File: src/rtl/lsu_ctrl.sv
// lsu_ctrl: MEM-stage load/store sequencer driving one word-aligned transaction per
// instruction on a variable-latency data port. Define LSU_MISALIGN_TRAP_EN to trap misaligned accesses.
module lsu_ctrl #(
  parameter int unsigned TIMEOUT = 16
) (
  input  logic        clk,
  input  logic        rst_n,
  input  logic        MemReqM,
  input  logic        MemWriteM,
  input  logic [2:0]  funct3M,
  input  logic [31:0] ALUResultM,
  input  logic [31:0] WriteDataM,
  output logic        dmem_req,
  output logic        dmem_we,
  output logic [31:0] dmem_addr,
  output logic [3:0]  dmem_be,
  output logic [31:0] dmem_wdata,
  input  logic        dmem_ready,
  input  logic [31:0] dmem_rdata,
  output logic        StallM,
  output logic        lsu_done,
  output logic [31:0] load_data,
  output logic        bus_err,
  output logic        misalign
);

  localparam logic [7:0] CntLast = 8'(TIMEOUT - 1);

  localparam logic [2:0] F3_B  = 3'b000;
  localparam logic [2:0] F3_H  = 3'b001;
  localparam logic [2:0] F3_W  = 3'b010;
  localparam logic [2:0] F3_BU = 3'b100;
  localparam logic [2:0] F3_HU = 3'b101;

  typedef enum logic [1:0] {
    IDLE = 2'd0,
    BUSY = 2'd1,
    DONE = 2'd2
  } state_e;

  state_e      state_q, state_d;
  logic [7:0]  cnt_q, cnt_d;
  logic        req_q, req_d;
  logic        we_q, we_d;
  logic [31:0] addr_q, addr_d;
  logic [3:0]  be_q, be_d;
  logic [31:0] wdata_q, wdata_d;
  logic [2:0]  f3_q, f3_d;
  logic [1:0]  off_q, off_d;
  logic        store_q, store_d;
  logic [31:0] word_q, word_d;
  logic        err_q, err_d;
  logic        mis_q, mis_d;

  logic [1:0]  off;
  logic [3:0]  st_be;
  logic [31:0] st_wdata;
  logic        trap;

  assign off = ALUResultM[1:0];

  // Byte enables and lane-replicated data for the incoming store.
  always_comb begin
    // NOTE: every always_comb output gets a default first so no path can infer a latch.
    st_be    = 4'b0000;
    st_wdata = 32'h0;
    case (funct3M)
      F3_B: begin
        st_be    = 4'b0001 << off;
        st_wdata = {4{WriteDataM[7:0]}};
      end
      F3_H: begin
        st_be    = 4'b0011 << {off[1], 1'b0};
        st_wdata = {2{WriteDataM[15:0]}};
      end
      F3_W: begin
        st_be    = 4'b1111;
        st_wdata = WriteDataM;
      end
      default: ;
    endcase
  end

`ifdef LSU_MISALIGN_TRAP_EN
  logic is_half, is_word;
  assign is_half = (funct3M == F3_H) || (!MemWriteM && (funct3M == F3_HU));
  assign is_word = (funct3M == F3_W);
  assign trap    = MemReqM && ((is_half && off[0]) || (is_word && (off != 2'b00)));
`else
  assign trap = 1'b0;
`endif

  function automatic logic [31:0] loadext(input logic [2:0]  f3,
                                          input logic [1:0]  lo,
                                          input logic [31:0] w);
    logic [7:0]  b;
    logic [15:0] h;
    logic [31:0] r;
    case (lo)
      2'd0:    b = w[7:0];
      2'd1:    b = w[15:8];
      2'd2:    b = w[23:16];
      default: b = w[31:24];
    endcase
    h = lo[1] ? w[31:16] : w[15:0];
    case (f3)
      F3_B:    r = {{24{b[7]}}, b};
      F3_BU:   r = {24'h0, b};
      F3_H:    r = {{16{h[15]}}, h};
      F3_HU:   r = {16'h0, h};
      F3_W:    r = w;
      default: r = 32'h0;
    endcase
    return r;
  endfunction

  always_comb begin
    state_d = state_q;
    cnt_d   = cnt_q;
    req_d   = req_q;
    we_d    = we_q;
    addr_d  = addr_q;
    be_d    = be_q;
    wdata_d = wdata_q;
    f3_d    = f3_q;
    off_d   = off_q;
    store_d = store_q;
    word_d  = word_q;
    err_d   = err_q;
    mis_d   = mis_q;

    case (state_q)
      IDLE: begin
        if (MemReqM && trap) begin
          state_d = DONE;
          store_d = MemWriteM;
          word_d  = 32'h0;
          err_d   = 1'b0;
          mis_d   = 1'b1;
        end else if (MemReqM) begin
          state_d = BUSY;
          req_d   = 1'b1;
          we_d    = MemWriteM;
          addr_d  = {ALUResultM[31:2], 2'b00};
          be_d    = MemWriteM ? st_be : 4'b1111;
          wdata_d = MemWriteM ? st_wdata : 32'h0;
          f3_d    = funct3M;
          off_d   = off;
          store_d = MemWriteM;
          cnt_d   = 8'd0;
          word_d  = 32'h0;
          err_d   = 1'b0;
          mis_d   = 1'b0;
        end
      end
      BUSY: begin
        if (dmem_ready) begin
          state_d = DONE;
          req_d   = 1'b0;
          if (!store_q) word_d = dmem_rdata;
        end else if (cnt_q == CntLast) begin
          // The memory never answered: abort and report a bus error with zeroed data.
          state_d = DONE;
          req_d   = 1'b0;
          err_d   = 1'b1;
          word_d  = 32'h0;
        end else begin
          cnt_d = cnt_q + 8'd1;
        end
      end
      DONE: begin
        // MemReqM is still asserted for the finished instruction, so it is not re-examined here.
        state_d = IDLE;
        err_d   = 1'b0;
        mis_d   = 1'b0;
      end
      default: state_d = IDLE;
    endcase
  end

  // NOTE: the synchronous reset clears the data path too, so every output is zero right after reset.
  always_ff @(posedge clk) begin
    if (!rst_n) begin
      state_q <= IDLE;
      cnt_q   <= 8'd0;
      req_q   <= 1'b0;
      we_q    <= 1'b0;
      addr_q  <= 32'h0;
      be_q    <= 4'b0000;
      wdata_q <= 32'h0;
      f3_q    <= 3'b000;
      off_q   <= 2'b00;
      store_q <= 1'b0;
      word_q  <= 32'h0;
      err_q   <= 1'b0;
      mis_q   <= 1'b0;
    end else begin
      state_q <= state_d;
      cnt_q   <= cnt_d;
      req_q   <= req_d;
      we_q    <= we_d;
      addr_q  <= addr_d;
      be_q    <= be_d;
      wdata_q <= wdata_d;
      f3_q    <= f3_d;
      off_q   <= off_d;
      store_q <= store_d;
      word_q  <= word_d;
      err_q   <= err_d;
      mis_q   <= mis_d;
    end
  end

  assign dmem_req   = req_q;
  assign dmem_we    = we_q;
  assign dmem_addr  = addr_q;
  assign dmem_be    = be_q;
  assign dmem_wdata = wdata_q;

  assign StallM    = ((state_q == IDLE) && MemReqM && !trap) || (state_q == BUSY);
  assign lsu_done  = (state_q == DONE);
  assign bus_err   = err_q;
  assign load_data = (lsu_done && !store_q && !mis_q) ? loadext(f3_q, off_q, word_q) : 32'h0;

`ifdef LSU_MISALIGN_TRAP_EN
  assign misalign = mis_q;
`else
  assign misalign = 1'b0;
`endif

endmodule

File: config.mk
export PLATFORM = sky130hd
export DESIGN_NAME = lsu_ctrl
export DESIGN_NICKNAME = d
export VERILOG_FILES = /design/src/rtl/lsu_ctrl.sv
export SDC_FILE = /design/constraint.sdc
export NUM_CORES = 1
export LEC_CHECK = 0
export ABC_AREA = 0
export CAP_MARGIN = 20
export CORE_AREA = 2 2 148 107
export DETAILED_ROUTE_END_ITERATION = 10
export DIE_AREA = 0 0 150 109
export GPL_TIMING_DRIVEN = 0
export MAX_ROUTING_LAYER = met4
export PLACE_DENSITY = 0.67
export SLEW_MARGIN = 10
export SYNTH_ARGS = -nofsm -noshare
export SYNTH_HDL_FRONTEND = slang
export SYNTH_SLANG_ARGS = --single-unit
File: constraint.sdc
create_clock -name clk -period 2.3 [get_ports clk]
set_clock_uncertainty 0.15 [all_clocks]
set_input_delay 0.46 -clock clk [delete_from_list [all_inputs] [get_ports clk]]
set_output_delay 0.46 -clock clk [all_outputs]
set_load 0.1 [all_outputs]
==> results of run 1 <==
==> repair_timing <==
item                       4_1_cts  5_1_grt
resized for setup              384       17
buffers inserted                14        5
pin swaps                       17        4
setup endpoints to repair      147       55
cloned                           2        0
hold buffers                     0        0
==> final cells by class <==
class / count / area (um^2)
Buffer: 45 / 347
Clock buffer: 18 / 429
Clock inverter: 13 / 136
Fill cell: 1333 / 6220
Inverter: 6 / 23.8
Multi-Input combinational cell: 403 / 2870
Sequential cell: 116 / 2330
Tap cell: 200 / 250
Timing Repair Buffer: 226 / 2410
==> routing by layer <==
layer | part of all wire (%) | GRT usage, %
met4 | 1.7 | 6.94
met3 | 5.9 | 5.61
met1 | 47 | 33.0
met5 | 0 | -
met2 | 45 | 36.0
==> sequential cells by signal (all words and copies together), names as in the netlist <==
signal and count:
dmem_addr 30, dmem_be 4, off_q 2, state_q 2
word_q 32, f3_q 3, cnt_q 8, bus_err 1
dmem_req 1, store_q 1, dmem_wdata 32
==> power groups by stage <==
| stage | logic [uW] | clock network (uW) | registers, uW |
|---|---|---|---|
| after floorplan | 378 | 0 | 2550 |
| after global placement | 1160 | 0 | 2180 |
| after detailed placement | 1170 | 0 | 2180 |
| after CTS | 1180 | 2570 | 2140 |
| after global routing | 1260 | 2680 | 2160 |
| final | 1190 | 2540 | 2150 |
==> path summary, 6_finish.rpt <==
kind,from,end,slack (ns),cells after the start
max,off_q[1],load_data[3],-0.51,5
min,dmem_addr[20],dmem_addr[20],0.30,2
max reg2reg,state_q[0],dmem_addr[27],0.27,7
min reg2reg,dmem_addr[20],dmem_addr[20],0.30,2
==> cells by family after synthesis <==
group	after synthesis	share of synthesized area (%)
AO/OA/AOI/OAI	214	28.2
adder cells (fa/ha/maj)	1	0.244
buffers and inverters	52	5.65
flip-flops	116	45.4
multiplexers	11	4.13
other	1	0.0733
AND/OR/NAND/NOR	174	16.4
==> through the flow <==
step	util (%)	hold WS, ns
2_1_floorplan	-	0.302
3_3_place_gp	51.8	0.293
3_5_place_dp	51.8	0.296
4_1_cts	58.3	0.300
5_1_grt	58.6	0.327
6_report	58.6	0.299
==> cell usage after synthesis (4+ instances only) <==
cell type,number,area share [%]
dfxtp_1,116,45
a222oi_1,7,1.4
a22o_1,55,9.4
buf_1,5,0.37
mux4_2,8,3.5
a22oi_1,8,1.2
clkbuf_1,18,1.3
nand3_1,7,0.68
a221o_1,7,1.4
nor2_1,20,1.5
buf_2,11,1.1
and3_1,8,0.98
inv_1,5,0.37
a31oi_1,4,0.49
a21oi_1,88,8.6
o21ai_0,30,2.9
buf_6,5,1.1
nor2b_1,15,1.8
nand2_1,101,7.4
==> worst max-delay path, cell delays in order (launching register included) <==
cell and delay [ns]:
dfxtp_4 0.40, buf_8 0.14, mux4_2 0.49, a222oi_1 0.50, nor2_4 0.07, buf_12 0.18
==> flow_summary.json, run 1 <==
{
  "comb_power_share_pct": 20.3,
  "ys_warn_count": 0,
  "stdcell_count": 1027,
  "fin_crit_ns": 2.81,
  "place_worst_setup_slack_ns": -1.42,
  "cts-root-buf": "clkbuf_16",
  "min_path_type": "reg2reg",
  "io_pins": 210,
  "first_global_vias": 5490,
  "setup_viol": 32,
  "fin_crit_sh_pct": 122,
  "power.total_uw": 5890,
  "synth-edff-count": 0,
  "ys_seq_area_share_pct": 45.4,
  "crit_arrival_ns": 2.20,
  "synth-seq-cells": 116,
  "ant_nets": 0,
  "antenna_found_initial": 0,
  "postPlaceCellArea_um2": 7780,
  "irDropWorstVdd_mv": 0.494,
  "crit_path_start_kind": "flip-flop",
  "die_w_um": 150,
  "final_area_um2": 8800,
  "finalWirelength_um": 19000,
  "clk_pin_slew_ns": 0.06,
  "pwr-share-seq_pct": 36.5,
  "worst_slew_pin_slew_ns": 1.02,
  "grt_pass1_wl_um": 29500,
  "htree_levels": 4,
  "grt_overflow": 0,
  "critPathCaptureType": "output pin",
  "routedWlPerCell_um": 18.5,
  "yosys.cell_types.count": 53,
  "layout_common_cells": "111 x dfxtp_1, 103 x clkdlybuf4s50_1, 101 x nand2_1",
  "synth_ff_type": "dfxtp_1",
  "netSwitchingFraction_pct": 30.9,
  "dp_hpwl_um": 13900,
  "core_um2": 15000,
  "via_per_inst": 5.28,
  "grt_setup_unrepaired": "yes",
  "finalNetCount": 920,
  "syn_inst": 569,
  "dr.first_iter.drc_count": 327,
  "diodes": 0,
  "fin_ws_ns": -0.507,
  "drv_cap": 0,
  "syn_to_final_growth_pct": 72.0,
  "dp_cells": 977,
  "drive_gt1_share_pct": 22.4,
  "numClockSinks": 116,
  "worstPathRequired_ns": 1.69,
  "power_density_nw_per_um2": 669,
  "fp.dieH_um": 109,
  "synth.avg_cell_area_um2": 8.99,
  "post-route-drc-count": 0,
  "max_slew_margin_pct": 32.3,
  "finalSetupTns_ns": -13.74,
  "cts_buffers": 17,
  "async_reset_ff_share_pct": 0,
  "insertion_delay_ns": 0.40,
  "grt_max_degree": 17,
  "maxSlewViolCount": 0,
  "p_switching_uw": 1820,
  "status": "finished, violations left",
  "path_max_fanout": 5,
  "cts_tree": "built",
  "violations": "setup timing",
  "critPathKind": "reg2out",
  "start_util_pct": 34.1,
  "clk_path_buf_depth": 2,
  "fp-row-count": 38,
  "io_buffers": 206,
  "pwr-share-clk_pct": 43.2,
  "final_hold_viol_count": 0,
  "p_int_uw": 4070,
  "track_usage_pct": 24.2,
  "mostFrequentLayoutCell": "dfxtp_1",
  "globalplace.congestion": 0.896,
  "p_leak_uw": 0.00345,
  "synth_area_um2": 5120,
  "max_freq_mhz": 356,
  "vias": 5420,
  "drtPass1Iterations": 7,
  "dieArea_um2": 16400
}
Note: power is estimated with default switching activity, not from simulation.
==> run 2, diff against run 1 <==
--- a/config.mk
+++ b/config.mk
@@ -7,12 +7,12 @@
 export LEC_CHECK = 0
 export ABC_AREA = 0
 export CAP_MARGIN = 20
-export CORE_AREA = 2 2 148 107
+export CORE_AREA = 2 2 134 97
 export DETAILED_ROUTE_END_ITERATION = 10
-export DIE_AREA = 0 0 150 109
+export DIE_AREA = 0 0 136 99
 export GPL_TIMING_DRIVEN = 0
 export MAX_ROUTING_LAYER = met4
-export PLACE_DENSITY = 0.67
+export PLACE_DENSITY = 0.8
 export SLEW_MARGIN = 10
 export SYNTH_ARGS = -nofsm -noshare
 export SYNTH_HDL_FRONTEND = slang
==> flow_summary.json, run 2 (same netlist as run 1, synthesis figures left out) <==
{
  "first_global_vias": 5591,
  "cp_top_family": "compound AO/OA/AOI/OAI gates",
  "cp_cell_sequence": "buf_8 -> mux4_2 -> a222oi_1 -> nor2_4 -> buf_12",
  "drtPass1Iterations": 8,
  "crit_path_start_kind": "flip-flop",
  "grt_overflow": 0,
  "cpMaxStageDelayCell": "a222oi_1",
  "vias": 5734,
  "finalNetCount": 919,
  "clk_pin_slew_ns": 0.06,
  "io_buffers": 206,
  "ant_nets": 0,
  "power.total_uw": 6060,
  "layout_common_cells": "110 x dfxtp_1, 103 x clkdlybuf4s50_1, 100 x nand2_1",
  "htree_levels": 4,
  "worst_slew_pin_slew_ns": 1.02,
  "min_path_type": "reg2reg",
  "critPathKind": "reg2out",
  "nFillCells": 869,
  "critPathBufInv": 2,
  "insertion_delay_ns": 0.41,
  "cts_tree": "built",
  "drv_cap": 0,
  "ctsHoldBuffers": 0,
  "syn_to_final_growth_pct": 75.2,
  "fin_ws_ns": -0.581,
  "diodes": 0,
  "grt_pass1_wl_um": 30000,
  "r2r_slack_ns": 0.23,
  "power_density_nw_per_um2": 675,
  "io_pins": 210,
  "setup_viol": 32,
  "dieArea_um2": 13500,
  "cts_buffers": 17,
  "fp-row-count": 34,
  "worstPathRequired_ns": 1.69,
  "irDropWorstVdd_mv": 0.609,
  "maxSlewViolCount": 0,
  "globalplace.congestion": 0.986,
  "p_leak_uw": 0.00350,
  "violations": "setup timing",
  "status": "finished, violations left",
  "track_usage_pct": 29.7,
  "r2r_cells": 5,
  "fin_crit_ns": 2.88,
  "crit_path_max_incr_delay_ns": 0.56,
  "via_per_inst": 5.80,
  "dp_hpwl_um": 13600,
  "clk_path_buf_depth": 2,
  "drive_gt1_share_pct": 23.7,
  "numClockSinks": 116,
  "finalWirelength_um": 20800,
  "die_w_um": 136,
  "antenna_found_initial": 0,
  "core_um2": 12200,
  "place_worst_setup_slack_ns": -1.41,
  "max_slew_margin_pct": 32.5,
  "whs_path_depth": 2,
  "path_max_fanout": 5,
  "fin_crit_sh_pct": 125,
  "start_util_pct": 42.1,
  "fp.dieH_um": 99,
  "grt_max_degree": 17,
  "final_hold_viol_count": 0,
  "mostFrequentLayoutCell": "dfxtp_1",
  "crit_arrival_ns": 2.27,
  "dr.first_iter.drc_count": 580,
  "post-route-drc-count": 0,
  "cts-root-buf": "clkbuf_16",
  "critPathCaptureType": "output pin",
  "crit_cells": 5,
  "max_freq_mhz": 347,
  "routedWlPerCell_um": 21.1,
  "grt_setup_unrepaired": "yes"
}
==> run 2: cell count changes in the layout (fill, tap and decap cells not counted), moves of 2 or more <==
| cell | delta |
|---|---|
| clkdlybuf4s15_1 | -2 |
| a21oi_4 | +2 |
| buf_12 | +7 |
| clkinv_4 | +2 |
| dlygate4sd2_1 | +2 |
| a21oi_2 | -2 |
| clkbuf_2 | -3 |
| buf_4 | -7 |
| clkbuf_1 | +2 |
| a22oi_1 | -8 |
| buf_6 | +2 |
| clkinv_2 | -3 |
| a22oi_2 | +8 |
==> run 2: power by group <==
part	total [uW]	switching (uW)	leakage [uW]	internal [uW]
Combinational	1250	828	0.00227	418
Sequential	2150	65.3	0.000947	2090
Clock	2660	1020	0.000282	1640
Total	6060	1910	0.00350	4150
==> run 2: path summary, 6_finish.rpt <==
check / start / endpoint
setup / recovery: off_q[1] / load_data[3]
hold / removal: dmem_addr[21] / dmem_addr[21]
setup reg to reg: cnt_q[4] / word_q[28]
hold reg to reg: dmem_addr[21] / dmem_addr[21]
==> run 2: final cells by class <==
| type | instances | area (um^2) | area share (%) |
|---|---|---|---|
| clock inverters | 13 | 151 | 1.69 |
| clock buffers | 19 | 443 | 4.94 |
| inverters | 6 | 23.8 | 0.265 |
| multi-input cells | 403 | 2950 | 32.9 |
| repair buffers | 225 | 2520 | 28.1 |
| flip-flops and latches | 116 | 2330 | 26.0 |
| plain buffers | 45 | 347 | 3.86 |
| well taps | 162 | 203 | 2.26 |
==> run 2: metal layers <==
layer | global-route usage, % | vias up | part of all wire [%]
met5 | - | - | 0
met4 | 10.3 | 0 | 2.4
met3 | 6.94 | 51 | 8.5
met2 | 45.8 | 347 | 48
met1 | 38.4 | 2754 | 41
li1 | - | 2582 | -
==> run 2: what timing repair did <==
action | 4_1_cts | 5_1_grt
buffers inserted | 7 | 11
gates cloned | 2 | 0
endpoints found under the setup margin | 134 | 55
gates resized for setup | 381 | 56
pin swaps | 17 | 19
==> run 2: per-stage QoR <==
stage	hold WS (ns)	instances	setup TNS [ns]	instance area, um^2	utilization, %
2_1_floorplan	0.302	571	-30.29	5470	-
3_3_place_gp	0.292	939	-66.61	7730	63.5
3_5_place_dp	0.300	939	-71.87	7730	63.5
4_1_cts	0.305	979	-13.26	8700	71.5
5_1_grt	0.327	989	-15.81	8970	73.7
6_report	0.300	989	-14.06	8970	73.7
==> run 2: worst min-delay path: cells and delay by family, from the launching register on <==
kind | cells | cell delay, ns
DFF | 1 | 0.30
and+or+nand+nor | 1 | 0.05
AOI/OAI and AO/OA | 1 | 0.05
